<file path="config.mk">
export PLATFORM = sky130hd
export DESIGN_NAME = reg_hazard_scoreboard
export DESIGN_NICKNAME = d
export VERILOG_FILES = /design/src/rtl/reg_hazard_scoreboard_pkg.sv /design/src/rtl/reg_hazard_scoreboard_pending_counter.sv /design/src/rtl/reg_hazard_scoreboard.sv
export SDC_FILE = /design/constraint.sdc
export NUM_CORES = 1
export LEC_CHECK = 0
export BUFFER_PORTS_ARGS = -buffer_cell sky130_fd_sc_hd__buf_2
export CAP_MARGIN = 20
export CORE_UTILIZATION = 62
export CTS_CLUSTER_DIAMETER = 40
export DETAILED_ROUTE_END_ITERATION = 7
export PLACE_DENSITY = 0.83
export SYNTH_ARGS = -nofsm -noshare
export SYNTH_HDL_FRONTEND = slang
export SYNTH_HIERARCHICAL = 1
export SYNTH_SLANG_ARGS = --single-unit
</file>
<file path="constraint.sdc">
create_clock -name clk -period 4.32 [get_ports clk]
set_input_delay 0 -clock clk [delete_from_list [all_inputs] [get_ports clk]]
set_output_delay 0 -clock clk [all_outputs]
set_load 0.005 [all_outputs]
</file>
<file path="src/rtl/reg_hazard_scoreboard_pkg.sv">
// Shared scoreboard types and default sizing for the decode-stage hazard scoreboard.
package reg_hazard_scoreboard_pkg;

    localparam int SB_DEF_NUM_REGS    = 32;
    localparam int SB_DEF_ADDR_W      = 5;
    localparam int SB_DEF_CNT_W       = 2;
    localparam int SB_DEF_WB_BYPASS   = 1;
    localparam int SB_DEF_STALL_CNT_W = 16;

    typedef enum logic [1:0] {
        SB_RUN   = 2'd0,
        SB_STALL = 2'd1,
        SB_FLUSH = 2'd2
    } sb_state_e;

endpackage

</file>
<file path="src/rtl/reg_hazard_scoreboard_pending_counter.sv">
// Per-register count of writes in flight; saturating up/down with a clear that beats both.
module reg_hazard_scoreboard_pending_counter #(
    parameter int CNT_W = 2
) (
    input  logic clk,
    input  logic reset,
    input  logic clr,
    input  logic inc,
    input  logic dec,
    output logic nonzero,
    output logic at_max,
    output logic is_one
);

    logic [CNT_W-1:0] cnt_q, cnt_d;

    assign nonzero = (cnt_q != '0);
    assign at_max  = &cnt_q;
    assign is_one  = (cnt_q == CNT_W'(1));

    // inc and dec together leave the count unchanged
    always_comb begin
        cnt_d = cnt_q;
        if (clr) begin
            cnt_d = '0;
        end else if (inc && !dec && !at_max) begin
            cnt_d = cnt_q + CNT_W'(1);
        end else if (dec && !inc && nonzero) begin
            cnt_d = cnt_q - CNT_W'(1);
        end
    end

    always_ff @(posedge clk) begin
        if (reset) begin
            cnt_q <= '0;
        end else begin
            cnt_q <= cnt_d;
        end
    end

endmodule

</file>
<file path="src/rtl/reg_hazard_scoreboard.sv">
// Decode-stage RAW/overflow hazard scoreboard with flush handling and stall statistics.
//   state    | meaning
//   SB_RUN   | decode issuing normally
//   SB_STALL | decode held on a RAW or pending-overflow hazard
//   SB_FLUSH | one-cycle squash: counters cleared, WB ignored, decode held
module reg_hazard_scoreboard
    import reg_hazard_scoreboard_pkg::*;
#(
    parameter int NUM_REGS    = SB_DEF_NUM_REGS,
    parameter int ADDR_W      = SB_DEF_ADDR_W,
    parameter int CNT_W       = SB_DEF_CNT_W,
    parameter int WB_BYPASS   = SB_DEF_WB_BYPASS,
    parameter int STALL_CNT_W = SB_DEF_STALL_CNT_W
) (
    input  logic                   clk,
    input  logic                   reset,
    input  logic                   id_valid,
    input  logic [ADDR_W-1:0]      id_rs,
    input  logic [ADDR_W-1:0]      id_rt,
    input  logic                   id_uses_rs,
    input  logic                   id_uses_rt,
    input  logic                   id_reg_write,
    input  logic [ADDR_W-1:0]      id_dest,
    input  logic                   wb_valid,
    input  logic [ADDR_W-1:0]      wb_dest,
    input  logic                   flush,
    output logic                   id_stall,
    output logic                   id_issue,
    output logic [NUM_REGS-1:0]    busy_vec,
    output logic [STALL_CNT_W-1:0] stall_cycles,
    output logic                   sb_error
);

    sb_state_e               state_q, state_d;
    logic [STALL_CNT_W-1:0]  stall_cycles_q, stall_cycles_d;
    logic                    sb_error_q, sb_error_d;
    logic [NUM_REGS-1:0]     nz_vec, one_vec, max_vec, busy_eff;
    logic                    hazard, ovf, in_flush, clr_all, wb_act;

    assign nz_vec[0]  = 1'b0;
    assign one_vec[0] = 1'b0;
    assign max_vec[0] = 1'b0;

    for (genvar r = 1; r < NUM_REGS; r++) begin : g_cnt
        logic inc, dec;
        assign inc = id_issue & id_reg_write & (id_dest == ADDR_W'(r));
        assign dec = wb_act & (wb_dest == ADDR_W'(r)) & nz_vec[r];
        reg_hazard_scoreboard_pending_counter #(.CNT_W(CNT_W)) u_cnt (
            .clk     (clk),
            .reset   (reset),
            .clr     (clr_all),
            .inc     (inc),
            .dec     (dec),
            .nonzero (nz_vec[r]),
            .at_max  (max_vec[r]),
            .is_one  (one_vec[r])
        );
    end

    // a retire of the last outstanding write is visible to decode in the same cycle
    always_comb begin
        busy_eff = nz_vec;
        for (int r = 0; r < NUM_REGS; r++) begin
            if (WB_BYPASS != 0 && wb_valid && wb_dest == ADDR_W'(r) && one_vec[r]) begin
                busy_eff[r] = 1'b0;
            end
        end
    end

    always_comb begin
        in_flush = (state_q == SB_FLUSH);
        clr_all  = flush | in_flush;
        wb_act   = wb_valid & !clr_all & (wb_dest != '0);
        ovf      = id_reg_write & (id_dest != '0) & max_vec[id_dest]
                   & !(wb_valid & (wb_dest == id_dest));
        hazard   = id_valid & ((id_uses_rs & busy_eff[id_rs])
                               | (id_uses_rt & busy_eff[id_rt]) | ovf);
        id_issue = !reset & id_valid & !hazard & !in_flush & !flush;
        id_stall = reset | (id_valid & !id_issue) | in_flush | flush;

        sb_error_d = sb_error_q | (wb_act & !nz_vec[wb_dest]);

        stall_cycles_d = stall_cycles_q;
        if (id_stall && id_valid && !(&stall_cycles_q)) begin
            stall_cycles_d = stall_cycles_q + STALL_CNT_W'(1);
        end

        state_d = state_q;
        case (state_q)
            SB_RUN:   state_d = flush ? SB_FLUSH : (hazard ? SB_STALL : SB_RUN);
            SB_STALL: state_d = flush ? SB_FLUSH : (hazard ? SB_STALL : SB_RUN);
            SB_FLUSH: state_d = flush ? SB_FLUSH : SB_RUN;
            default:  state_d = SB_RUN;
        endcase
    end

    always_ff @(posedge clk) begin
        if (reset) begin
            state_q        <= SB_RUN;
            stall_cycles_q <= '0;
            sb_error_q     <= 1'b0;
        end else begin
            state_q        <= state_d;
            stall_cycles_q <= stall_cycles_d;
            sb_error_q     <= sb_error_d;
        end
    end

    assign busy_vec     = nz_vec;
    assign stall_cycles = stall_cycles_q;
    assign sb_error     = sb_error_q;

endmodule

</file>
* Word-level counts from Yosys, hierarchy flattened
Cells that the tools add are included.
Operators by class: $lt $le $gt $ge 4, equality and inequality tests 96, mux-type cells 105, add/sub/neg operators 63, reduce and logical (&&, ||, !) cells 389, bitwise gates (word level) 116
Operators by type and width (number):
- $logic_and 1x1->1 | 188
- $eq 5x5->1 const B | 32
- $mux 2 | 64
- $reduce_bool 2->1 | 62
- $and 1x1->1 | 109
- $logic_not 1->1 | 102
- $eq 5x4->1 const B | 16
- $eq 2x1->1 const B | 32
- $add 2x1->2 const B | 31
- $reduce_and 2->1 | 31
- $sub 2x1->2 const B | 31
- $eq 5x3->1 const B | 8
- $mux 1 | 36
- $lt 5x6->1 const B | 4
- $bmux 1 s5 | 4
- $eq 5x2->1 const B | 4
- $add 16x1->16 const B | 1
- $reduce_and 16->1 | 1
- $eq 5x1->1 const B | 2
- $reduce_bool 5->1 | 2
- $or 1x1->1 | 7
- $eq 5x5->1 | 1
- $pmux 2 s2 | 1
- $reduce_or 2->1 | 2
- other kinds (2) | 2
Word-level totals: bits in registers 81, word-level logic and storage cells 807, output and inout bits 51, input bits 28

* Logic depth before layout (Yosys ltp)
depth in word-level cells 21, mapped depth 16, mapped depth without buffers 15

* By module
Netlist, hierarchy kept.
Modules (own cells, without submodules):
- reg_hazard_scoreboard_pending_counter | area each 178.9 sq um, instances 31, cells each 21, sequential area each 40.0 sq um
- reg_hazard_scoreboard | area each 3349.5 sq um, instances 1, cells each 470, sequential area each 380.4 sq um

* Least setup slack after synthesis
Ideal clock, no wire load.
path kind register -> register, start register g_cnt[16].u_cnt.cnt_q[1], end register g_cnt[11].u_cnt.cnt_q[1], buffers on the path 1, clock period less this slack 3.528 ns, arrival time 3.416 ns, stages on the path, launching flop included 16, setup slack 0.792 ns, library setup time 0.112 ns, required time 4.208 ns, cells stage by stage dfxtp_1 > inv_1 > ha_1 > or3b_1 > o211ai_2 > o21ai_0 > a211oi_1 > a41oi_1 > or4_4 > nor2_1 > nand2_1 > clkbuf_1 > nor3_1 > nor3b_1 > o21a_1 > a2111oi_1
On the way: cells in the longest elaborated chain, start to end 19, elaborated cells on any way between the ends 31, classes of those cells eq/ne (1); mux (8); bitwise (12); reduce/logical (10)
Ends and longest elaborated chain:
- start: declaration | line reg_hazard_scoreboard_pending_counter.sv:15 | logic [CNT_W-1:0] cnt_q, cnt_d;
- start signal: assignment | line reg_hazard_scoreboard_pending_counter.sv:37 | cnt_q <= cnt_d;
- $eq 2x1->1 (*) | line reg_hazard_scoreboard_pending_counter.sv:19 | assign is_one = (cnt_q == CNT_W'(1));
- net one_vec[16] | line reg_hazard_scoreboard.sv:37 | logic [NUM_REGS-1:0] nz_vec, one_vec, max_vec, busy_eff;
- $logic_and 1x1->1 (*) | line reg_hazard_scoreboard.sv:64 | if (WB_BYPASS != 0 && wb_valid && wb_dest == ADDR_W'(r) && one_vec[r]) begin
- $mux 1 (*) | line reg_hazard_scoreboard.sv:64
- $bmux 1 s5 (on tied branches) | line reg_hazard_scoreboard.sv:76, reg_hazard_scoreboard.sv:77
- $mux 1 (on tied branches) | line reg_hazard_scoreboard.sv:76, reg_hazard_scoreboard.sv:77
- $and 1x1->1 (on tied branches) | line reg_hazard_scoreboard.sv:76, reg_hazard_scoreboard.sv:77
- $or 1x1->1 (*) (2 in a row) | line reg_hazard_scoreboard.sv:77 | | (id_uses_rt & busy_eff[id_rt]) | ovf);
- $and 1x1->1 (*) | line reg_hazard_scoreboard.sv:76 | hazard = id_valid & ((id_uses_rs & busy_eff[id_rs])
- $logic_not 1->1 (*) | line reg_hazard_scoreboard.sv:78 | id_issue = !reset & id_valid & !hazard & !in_flush & !flush;
- $and 1x1->1 (*) (3 in a row) | line reg_hazard_scoreboard.sv:78
- $and 1x1->1 (*) (2 in a row) | line reg_hazard_scoreboard.sv:46 | assign inc = id_issue & id_reg_write & (id_dest == ADDR_W'(r));
- net g_cnt[11].inc | line reg_hazard_scoreboard.sv:45 | logic inc, dec;
- $logic_not 1->1 | line reg_hazard_scoreboard_pending_counter.sv:28 | end else if (dec && !inc && nonzero) begin
- $logic_and 1x1->1 (2 in a row) | line reg_hazard_scoreboard_pending_counter.sv:28
- $reduce_bool 2->1 (no source line)
- end signal: assignment | line reg_hazard_scoreboard_pending_counter.sv:37
- end: declaration | line reg_hazard_scoreboard_pending_counter.sv:15
The timed path passes the listed nets; every way through them passes the cells marked *. The select of a mux whose other input is x is not followed. A chain may end at the register's enable or synchronous reset.

* Worst setup path after layout
Same ends and word-level chain as after synthesis.

==> impl_metrics.py <==
metrics = {
    "status": {
        "outcome": "finished, final reports clean",
    },
    "power": {
        "switching_share": 0.282,
        "comb_power_share": 0.121,
        "p_int_uw": 1340,
        "peakVddDrop_mv": 0.160,
        "power.switching_uw": 527,
        "clkPwrFrac": 0.475,
        "power.leakage_uw": 0.00382,
        "seqPwrFrac": 0.404,
        "power_density_nw_per_um2": 191,
    },
    "synth": {
        "netlist_top_cells_count": "nor3b_1 (128), inv_1 (108), nor3_1 (101), ha_1 (94), dfxtp_1 (81)",
        "ys_warn_count": 6,
        "synth_top_area_frac": 0.182,
        "synthFlopType": "dfxtp_1",
        "synth_edf_count": 0,
        "synthArstFlopShare": 0,
        "yosysUniqueCellTypes": 73,
        "syn-num-nets": 1243,
        "ys_top_cells_by_area": "dfxtp_1 (18%), ha_1 (13%), nor3b_1 (11%)",
        "syn_area_um2": 8900,
        "syn_avg_cell_area_um2": 7.94,
        "seq_area_frac_synth": 0.182,
        "synth.most_common_cell": "nor3b_1",
        "yosys.area.top_type": "dfxtp_1",
        "netlist_instances": 1121,
        "ys_seq_elements": 81,
    },
    "clock_network": {
        "ctsResizeCount": 0,
        "cts_tree": "done",
        "cts_root_buffer": "clkbuf_16",
        "htreeDepth": 3,
        "clk_path_buf_depth": 2,
        "clk_latency_ns": 0.36,
        "cts_setup_buffers": 0,
        "cts_buffers": 9,
        "clk_pin_slew_ns": 0.07,
        "cts.sinks": 81,
    },
    "global_routing": {
        "busiest_layer": "met2",
        "grt_pass1_wl_um": 42400,
        "grt_pass1_vias": 8411,
        "grt.overflow.total": 0,
        "use_met2": 0.575,
        "grt_max_degree": 54,
        "met1_usage": 0.463,
        "grt_usage": 0.367,
        "met3_usage": 0.0843,
        "antenna_found_initial": 0,
    },
    "die": {
        "start_util": 0.638,
        "die_area_um2": 14800,
        "die_y_um": 122,
        "core_um2": 13900,
        "placementRows": 43,
        "die_x_um": 122,
        "ios": 79,
    },
    "route": {
        "wire_per_inst_um": 19.9,
        "finalWirelength_um": 27400,
        "antenna_left": 0,
        "dr.pass1.iters": 7,
        "drt_iter0_drc": 1077,
        "drc": 0,
        "num_vias": 9354,
        "viasPerCell": 6.81,
    },
    "place": {
        "post-place-cells": 1357,
        "gp_congestion": 1.12,
        "pre_cts_ws_ns": 0.0647,
        "io_buffers": 77,
        "dp_hpwl_um": 20000,
    },
    "layout": {
        "fin_nets": 1311,
        "diodes": 0,
        "final_cell_count_no_fill": 1374,
        "fin_util": 0.703,
        "area_growth_syn_to_layout_pct": 10.1,
        "fill_cells": 1151,
        "drive_above_1_share": 0.139,
    },
    "setup_path": {
        "regToRegStartpoint": "g_cnt[16].u_cnt/cnt_q[1]",
        "worstPathMaxFanout": 32,
        "cp_slowest_cell": "or4_4",
        "crit_path_start": "g_cnt[16].u_cnt/cnt_q[1]",
        "critPathKind": "reg2reg",
        "slowest_delay_ns": 0.61,
        "required_ns": 4.55,
        "startpoint_type": "register",
        "critPathCaptureType": "register",
        "cp_cell_sequence": "inv_1 > ha_1 > or3b_1 > o211ai_2 > o21ai_0 > a211oi_1 > a41oi_1 > or4_4 > nor2_1 > nand2_1 > buf_4 > nor3_1 > nor3b_1 > o21a_1 > a2111oi_1",
        "arrival_ns": 4.46,
    },
    "min_path": {
        "min_from": "id_valid",
        "hold_class": "in2reg",
    },
    "run": {
        "maxCapViolations": 0,
    },
    "timing": {
        "timing.final.crit_share": 0.981,
        "slew_headroom": 0.296,
        "fin_tns_setup_ns": 0,
        "maxSlewViolCount": 0,
        "fin_crit_ns": 4.24,
        "finClkSkew_ns": 0.00769,
        "tightest_slew_ns": 1.05,
        "rsz0062_at_grt": "true",
        "timing.fmax_mhz": 236,
        "hold_viol": 0,
        "finalSetupViolCount": 0,
        "finalWorstSetupSlack_ns": 0.0820,
    },
}
[cell usage in the layout, fill, tap and decap left out, types with 7 or more instances in the layout]
master,instances
or2_2,33
a21oi_1,19
o21ai_0,43
buf_4,19
nand3b_1,11
nor3b_1,128
mux4_2,9
o21ai_1,15
o2111ai_1,7
o21a_1,31
o211ai_1,11
nand4_1,9
a211oi_1,33
or3_1,7
nand2_1,29
and3_1,33
o31ai_1,7
mux2i_1,15
a21o_1,31
a2111oi_1,31
nand3_1,30
inv_1,108
a311oi_1,10
clkbuf_16,9
nor3_1,101
nor2_1,25
nor2b_1,47
ha_1,94
dfxtp_1,81
buf_2,77
[logic make-up after synthesis]
kind of cell	count (synthesis)	synth area share
multiplexers	31	0.0485
flip-flops	81	0.182
XOR/XNOR	6	0.00591
adder cells (fa/ha/maj)	94	0.132
AND/OR/NAND/NOR	492	0.344
buffers and inverters	148	0.0681
AO/OA/AOI/OAI	268	0.219
other	1	0.000422
[area by class of cell]
type	count	area [µm²]	share of cell area
Multi-Input combinational cell	892	6670	0.681
Clock buffer	9	225	0.0230
Timing Repair Buffer	97	538	0.0549
Sequential cell	81	1620	0.166
Inverter	108	405	0.0414
Clock inverter	7	109	0.0111
Tap cell	180	225	0.0230
[sequential cells by signal, summed over array words and instances, names as in the netlist]
register           count
sb_error               1
state_q                2
stall_cycles          16
g_cnt.u_cnt/cnt_q     62
[power by group through the flow]
stage	logic, µW	registers (µW)	clock network [µW]
after CTS	217	754	897
after global routing	237	755	930
after floorplan	138	771	0
final	226	754	887
after detailed placement	216	771	0
after global placement	214	771	0
[timing repair]
action,in CTS,in global routing
hold buffers,1,0
endpoints found under the hold margin,2,0
setup endpoints to repair,0,9
[through the flow]
stage                     hold WS [ns]  area (µm²)  total power (µW)
after detailed placement         0.209        9450               987
after global routing            0.0359        9790              1920
after global placement           0.201        9450               986
after CTS                       0.0164        9790              1870
final                           0.0263        9790              1870
after floorplan                 0.0782        8900               909
[worst max-delay path, delay by kind of cell (launching register included)]
kind                     cells  cell delay, ns
adder cells (fa/ha/maj)      1            0.15
flip-flops                   1            0.34
AO/OA/AOI/OAI                6            1.39
buffers and inverters        2            0.37
AND/OR/NAND/NOR              6            1.83
[metal layers]
metal	vias up	part of all wire
met3	113	0.10
met4	0	0.047
met5	-	0
met2	557	0.44
met1	4355	0.41
li1	4329	-
[final timing paths]
kind | endpoint | slack (ns) | cells past startpoint
setup / recovery | g_cnt[11].u_cnt/cnt_q[1] | 0.08 | 15
setup reg to reg | g_cnt[11].u_cnt/cnt_q[1] | 0.08 | 15
hold reg to reg | state_q[1] | 0.43 | 1
hold / removal | state_q[0] | 0.03 | 3
No activity file was read; power rests on OpenSTA's default activity.
